**src/rtl/uart_pkg.sv**
```systemverilog
// Shared UART definitions: transmit FSM states, nominal baud divider and frame sizing.
package uart_pkg;

   typedef enum logic [2:0] {
      TX_IDLE,
      TX_START,
      TX_DATA,
      TX_PARITY,
      TX_STOP
   } tx_state_t;

   // 50 MHz / 38400 baud, counted 0..BAUD_DIV by the bit timing block
   localparam int BAUD_DIV = 1302;

   function automatic int frame_bits(input int data_bits, input int parity_en, input int stop_bits);
      return 1 + data_bits + ((parity_en != 0) ? 1 : 0) + stop_bits;
   endfunction

endpackage

```
**src/rtl/uart_tx_shifter.sv**
```systemverilog
// UART transmit datapath: holding register plus shift register, framed onto txd one bit per bit_tick.
//
// state     | meaning
// TX_IDLE   | line at mark, waiting for a tick with the holding register full
// TX_START  | start bit (0) on the line
// TX_DATA   | data bits on the line, LSB first
// TX_PARITY | parity bit on the line
// TX_STOP   | stop bit(s) (1) on the line; last one may chain straight into the next frame
module uart_tx_shifter
   import uart_pkg::*;
#(
   parameter int DATA_BITS  = 8,
   parameter int PARITY_EN  = 0,
   parameter int PARITY_ODD = 0,
   parameter int STOP_BITS  = 1
) (
   input  logic                 clock,
   input  logic                 reset,
   input  logic                 bit_tick,
   input  logic                 xmit_go,
   input  logic [DATA_BITS-1:0] tx_data,
   output logic                 tx_empty,
   output logic                 tx_idle,
   output logic                 tx_overrun,
   output logic                 txd
);

   localparam int                CNT_W     = (DATA_BITS > 1) ? $clog2(DATA_BITS) : 1;
   localparam logic [CNT_W-1:0]  LAST_BIT  = CNT_W'(DATA_BITS - 1);
   localparam logic              LAST_STOP = 1'(STOP_BITS - 1);
   localparam logic              ODD       = 1'(PARITY_ODD);

   tx_state_t            state, state_n;
   logic [DATA_BITS-1:0] hold, hold_n;
   logic [DATA_BITS-1:0] shift, shift_n;
   logic [CNT_W-1:0]     bit_cnt, bit_cnt_n;
   logic                 stop_cnt, stop_cnt_n;
   logic                 par, par_n;
   logic                 txd_n, empty_n, idle_n, overrun_n;
   logic                 load;

   always_ff @(posedge clock) begin
      if (reset) begin
         state      <= TX_IDLE;
         hold       <= '0;
         shift      <= '0;
         bit_cnt    <= '0;
         stop_cnt   <= 1'b0;
         par        <= 1'b0;
         txd        <= 1'b1;
         tx_empty   <= 1'b1;
         tx_idle    <= 1'b1;
         tx_overrun <= 1'b0;
      end else begin
         state      <= state_n;
         hold       <= hold_n;
         shift      <= shift_n;
         bit_cnt    <= bit_cnt_n;
         stop_cnt   <= stop_cnt_n;
         par        <= par_n;
         txd        <= txd_n;
         tx_empty   <= empty_n;
         tx_idle    <= idle_n;
         tx_overrun <= overrun_n;
      end
   end

   always_comb begin
      state_n    = state;
      hold_n     = hold;
      shift_n    = shift;
      bit_cnt_n  = bit_cnt;
      stop_cnt_n = stop_cnt;
      par_n      = par;
      txd_n      = txd;
      empty_n    = tx_empty;
      idle_n     = tx_idle;
      overrun_n  = 1'b0;
      load       = 1'b0;

      // A write and a transfer can never both act: one needs tx_empty=1, the other tx_empty=0.
      if (xmit_go) begin
         if (tx_empty) begin
            hold_n  = tx_data;
            empty_n = 1'b0;
         end else begin
            overrun_n = 1'b1;
         end
      end

      if (bit_tick) begin
         case (state)
            TX_IDLE: begin
               if (!tx_empty) load = 1'b1;
               else           txd_n = 1'b1;
            end
            TX_START: begin
               txd_n     = shift[0];
               shift_n   = shift >> 1;
               bit_cnt_n = '0;
               state_n   = TX_DATA;
            end
            TX_DATA: begin
               if (bit_cnt == LAST_BIT) begin
                  stop_cnt_n = 1'b0;
                  if (PARITY_EN != 0) begin
                     state_n = TX_PARITY;
                     txd_n   = par;
                  end else begin
                     state_n = TX_STOP;
                     txd_n   = 1'b1;
                  end
               end else begin
                  txd_n     = shift[0];
                  shift_n   = shift >> 1;
                  bit_cnt_n = bit_cnt + 1'b1;
               end
            end
            TX_PARITY: begin
               state_n    = TX_STOP;
               txd_n      = 1'b1;
               stop_cnt_n = 1'b0;
            end
            TX_STOP: begin
               if (stop_cnt == LAST_STOP) begin
                  if (!tx_empty) begin
                     load = 1'b1;
                  end else begin
                     state_n = TX_IDLE;
                     idle_n  = 1'b1;
                     txd_n   = 1'b1;
                  end
               end else begin
                  stop_cnt_n = stop_cnt + 1'b1;
               end
            end
            default: state_n = TX_IDLE;
         endcase
      end

      if (load) begin
         shift_n = hold;
         par_n   = (^hold) ^ ODD;
         empty_n = 1'b1;
         idle_n  = 1'b0;
         txd_n   = 1'b0;
         state_n = TX_START;
      end
   end

endmodule

```
**config.mk**
```make
export PLATFORM = sky130hd
export DESIGN_NAME = uart_tx_shifter
export DESIGN_NICKNAME = d
export VERILOG_FILES = /design/src/rtl/uart_pkg.sv /design/src/rtl/uart_tx_shifter.sv
export SDC_FILE = /design/constraint.sdc
export NUM_CORES = 1
export LEC_CHECK = 0
export ABC_AREA = 1
export CAP_MARGIN = 40
export CORE_MARGIN = 8
export CORE_UTILIZATION = 53
export DETAILED_ROUTE_END_ITERATION = 8
export GPL_ROUTABILITY_DRIVEN = 1
export GPL_TIMING_DRIVEN = 1
export HOLD_SLACK_MARGIN = 0.03
export PLACE_DENSITY_LB_ADDON = 0.08
export SYNTH_ARGS = -nofsm -noshare
export SYNTH_HDL_FRONTEND = slang
export SYNTH_SLANG_ARGS = --single-unit
export TNS_END_PERCENT = 30
```
**constraint.sdc**
```tcl
create_clock -name clock -period 2 [get_ports clock]
set_input_delay 0.2 -clock clock [delete_from_list [all_inputs] [get_ports clock]]
set_output_delay 0.2 -clock clock [all_outputs]
set_load 0.01 [all_outputs]
```
After elaboration in Yosys (flattened, before gate mapping)
Index checks and enable logic that the tools add are counted.
{ "totals": {"ff_bits": 27, "input_bits": 12, "output_inout_bits": 4, "word_cells": 77} }
{ "op_classes": {"n_addsub": 2, "n_eq_ne": 15, "muxes": 30, "bitwise": 2, "n_reduce_logical": 18} }
{ "ops": {"columns": ["op", "n"], "rows": [
  ["$mux 8", 3],
  ["$mux 1", 17],
  ["$pmux 8 s2", 1],
  ["$pmux 3 s5", 1],
  ["$mux 3", 4],
  ["$ne 3x3->1 const B", 4],
  ["$reduce_and 3->1", 4],
  ["$ne 2x2->1 const B", 5],
  ["$reduce_and 5->1", 2],
  ["$reduce_bool 2->1", 4],
  ["$eq 3x2->1 const B", 2],
  ["$eq 3x3->1 const B", 2],
  ["$pmux 3 s2", 1],
  ["$reduce_bool 3->1", 2],
  ["$reduce_bool 6->1", 1],
  ["$pmux 1 s5", 1],
  ["$reduce_and 4->1", 1],
  ["$reduce_or 2->1", 2],
  ["$add 3x1->3 const B", 1],
  ["$eq 3x1->1 const B", 1],
  ["$logic_not 3->1", 1],
  ["$pmux 1 s3", 1],
  ["$ne 2x1->1 const B", 1],
  ["$not 1->1", 2],
  ["other kinds (3)", 3]
]} }

Logic depth before layout (Yosys ltp)
{ "depth": {"ltp_word": 6, "mapped_depth": 11, "depth_no_buf": 10} }

Worst setup path before layout
Ideal clock, no wire load.
{ "synth_timing": {"kind": "reg-to-reg", "from": "register bit_cnt[0]", "to": "register shift[2]", "setup_time_ns": 0.114, "arrival_ns": 1.299, "t_required_ns": 1.886, "slack_ns": 0.587, "path_stages_with_launch": 12, "n_path_buf": 1, "synth_period_minus_slack_ns": 1.413, "path_cell_list": "dfxtp_1 -> ha_1 -> ha_1 -> nor2_1 -> nand2_2 -> nand2_4 -> nand2_4 -> nand2_4 -> buf_6 -> nand2_1 -> nand2_1 -> nor2_2"} }
{ "synth_between": {"elab_chain_len": 3} }
{ "synth_lines": {"columns": ["element", "line", "source"], "rows": [
  ["start, declared", "uart_tx_shifter.sv:36", "logic [CNT_W-1:0] bit_cnt, bit_cnt_n;"],
  ["start signal, assigned", "uart_tx_shifter.sv:58", "bit_cnt <= bit_cnt_n;"],
  ["$eq 3x3->1", "uart_tx_shifter.sv:104", "if (bit_cnt == LAST_BIT) begin"],
  ["$ne 3x3->1 (no source line)", null, null],
  ["$reduce_and 3->1 (no source line)", null, null],
  ["end signal, assigned", "uart_tx_shifter.sv:57", "shift <= shift_n;"],
  ["end, declared", "uart_tx_shifter.sv:35", "logic [DATA_BITS-1:0] shift, shift_n;"]
]} }
No other way between the ends.
A chain may end at the register's enable or synchronous reset.

Worst setup path after layout
{ "layout_timing": {"from": "register bit_cnt[0]", "to": "register shift[4]"} }
The elaborated chain is that of the path after synthesis.

==> impl_metrics.py <==
metrics = {
    "worst_setup_path": {
        "end_kind": "flop",
        "path_class": "flop to flop",
        "critPathCapture": "shift[4]",
        "critPathLaunchType": "flop",
        "crit_path_start": "bit_cnt[0]",
        "r2r-start": "bit_cnt[0]",
        "worstPathMaxFanout": 12,
        "cp_slowest_stage_delay_ps": 350,
        "crit_slowest_cell": "dfxtp_1",
        "cp_common_cell": "nand2_4",
        "cp.required_ps": 2230,
        "r2r_slack_ps": 510,
        "crit_chain": "ha_1 > ha_1 > nor2_1 > nand2_2 > nand2_4 > nand2_4 > nand2_4 > nand2_1 > nand2_1 > nor2_2",
        "cp.arrival_ps": 1710,
        "ff2ff_path_depth": 10,
        "r2r-end": "shift[4]",
    },
    "die": {
        "die_area_um2": 4181,
        "die_x_um": 64.66,
        "die_h_um": 64.66,
        "coreArea_um2": 2233,
        "initial_core_util": 0.5619,
        "rows": 17,
        "io_pins": 16,
    },
    "grt": {
        "overflow": 0,
        "grt_use_total": 0.1234,
        "grt_pass1_wl_um": 4236,
        "grt_max_degree": 15,
        "antenna_found_initial": 0,
        "grt_pass1_vias": 987,
    },
    "layout": {
        "fillers": 217,
        "design_area_um2": 1439,
        "drive_above_1_share": 0.1211,
        "fin_nets": 205,
        "syn2layout_area_growth_pct": 14.66,
        "layout_common_cells": "38 x nand2_1, 36 x nor2_1, 26 x dfxtp_1",
        "final_common_cell": "nand2_1",
        "diodes": 0,
    },
    "timing": {
        "hold_viol": 0,
        "timing.final.crit_share": 0.7428,
        "skew_ps": 3.645,
        "slew_headroom": 0.7038,
        "drv_slew": 0,
        "max_freq_ghz": 0.6731,
        "setup_ws_ps": 514.3,
        "grt_setup_unrepaired": "no",
        "worst_slew_pin_slew_ps": 443.9,
        "setup_tns_ps": 0,
        "setup_viol": 0,
        "post-route-min-period_ps": 1486,
    },
    "synth": {
        "ys_seq_area_frac": 0.4148,
        "netlist_area_um2": 1255,
        "yosysUniqueCellTypes": 22,
        "ys_seq_elements": 26,
        "syn_area_per_cell_um2": 7.212,
        "syn_nets": 188,
        "syn_inst": 174,
        "yosys_warnings": 0,
    },
    "run_status": {
        "status": "finished, final reports clean",
    },
    "power": {
        "p_per_area_nw_per_um2": 758.3,
        "ir_drop_v": 0.0004855,
        "power.leakage_nw": 0.6500,
    },
    "min_path": {
        "whs_path_depth": 3,
        "hp-class": "input port to flop",
    },
    "route": {
        "wl_per_cell_um": 11.18,
        "vias": 1065,
        "drtAntennaViolNets": 0,
        "via_per_inst": 4.885,
        "drc": 0,
        "first_iter_violations": 59,
        "drt-pass1-iter-count": 4,
        "totalWireLength_um": 2437,
    },
    "place": {
        "postPlaceCellArea_um2": 1403,
        "gp_congestion": 0.8058,
        "dpl.hpwl_um": 1834,
        "io_buffers": 15,
        "place_ws_ps": 423.9,
    },
    "clock_tree": {
        "cts_root_buffer": "clkbuf_4",
        "worstSkewPairLatency_ps": 310,
        "cts.sinks": 26,
        "cts_max_path_buffers": 2,
        "post_cts_resized": 0,
        "path_clk_slew_ps": 140,
        "cts_setup_buffers": 0,
        "cts_tree": "done",
        "htreeDepth": 1,
        "postCtsHoldBufs": 0,
        "numCtsBuffers": 3,
    },
    "job": {
        "drv_cap": 0,
    },
}
-- cell type report --
| cell class | instances | area [µm²] | share of cell area |
|---|---|---|---|
| Sequential cell | 26 | 520.5 | 0.3617 |
| Timing Repair Buffer | 18 | 172.7 | 0.1200 |
| Clock buffer | 4 | 36.28 | 0.02522 |
| Multi-Input combinational cell | 124 | 606.8 | 0.4217 |
| Tap cell | 28 | 35.03 | 0.02435 |
| Inverter | 18 | 67.56 | 0.04696 |
-- synth_stat cells, drive strengths merged --
cell type	n	area [µm²]
nand2	43	188.9
nor2	42	177.7
dfxtp	26	520.5
inv	16	60.06
o21ai	15	75.07
nand4	9	56.30
a21oi	7	35.03
buf	5	46.29
nand3	5	42.54
clkinv	2	7.510
ha	2	25.02
clkbuf	1	13.76
or2	1	6.260
-- critical path, delay by kind of cell (launching register included) --
| kind | cells | cell delay (ps) |
|---|---|---|
| DFF | 1 | 350 |
| and+or+nand+nor | 8 | 670 |
| adders and majority gates | 2 | 370 |
-- cell families after synthesis --
family,count (synthesis),share of synthesized area
AND/OR/NAND/NOR,100,0.3759
adder cells (fa/ha/maj),2,0.01994
buffers and inverters,24,0.1017
AO/OA/AOI/OAI,22,0.08773
flip-flops,26,0.4148
-- metal layers --
| metal | global-route usage | part of all wire | vias up |
|---|---|---|---|
| met5 | 0 | 0 | - |
| met4 | 0.04905 | 0.0070 | 0 |
| met3 | 0.02921 | 0.035 | 2 |
| met2 | 0.2050 | 0.45 | 18 |
| met1 | 0.1497 | 0.50 | 467 |
| li1 | - | - | 578 |
-- power breakdown --
group          internal, W  total, W  switching (W)
sequential        0.000563  0.000588      0.0000255
combinational    0.0000981  0.000240       0.000142
clock             0.000111  0.000262       0.000151
total             0.000772   0.00109       0.000319
-- state kept, by name (all words and copies together), names as in the netlist --
name,count
txd,1
shift,8
bit_cnt,3
hold,8
tx_idle,1
tx_overrun,1
tx_empty,1
state,3
-- how the worst min path moves through the flow --
stage,endpoint,from,slack (ps)
floorplan,bit_cnt[1],reset,270
finish,tx_overrun,xmit_go,460
detailed placement,tx_idle,tx_idle,470
CTS,tx_overrun,xmit_go,450
global placement,hold[6],hold[6],460
global route,tx_overrun,xmit_go,470
-- stage by stage --
stage	hold slack (ps)	instances	utilization	total power [W]
6_report	456.6	218	0.6443	0.001091
5_1_grt	466.8	218	0.6443	0.001159
3_3_place_gp	463.0	214	0.6280	0.0008330
4_1_cts	449.4	218	0.6443	0.001103
3_5_place_dp	467.2	214	0.6280	0.0008411
2_1_floorplan	269.1	174	-	0.0007775
No activity file was read; power rests on OpenSTA's default activity.
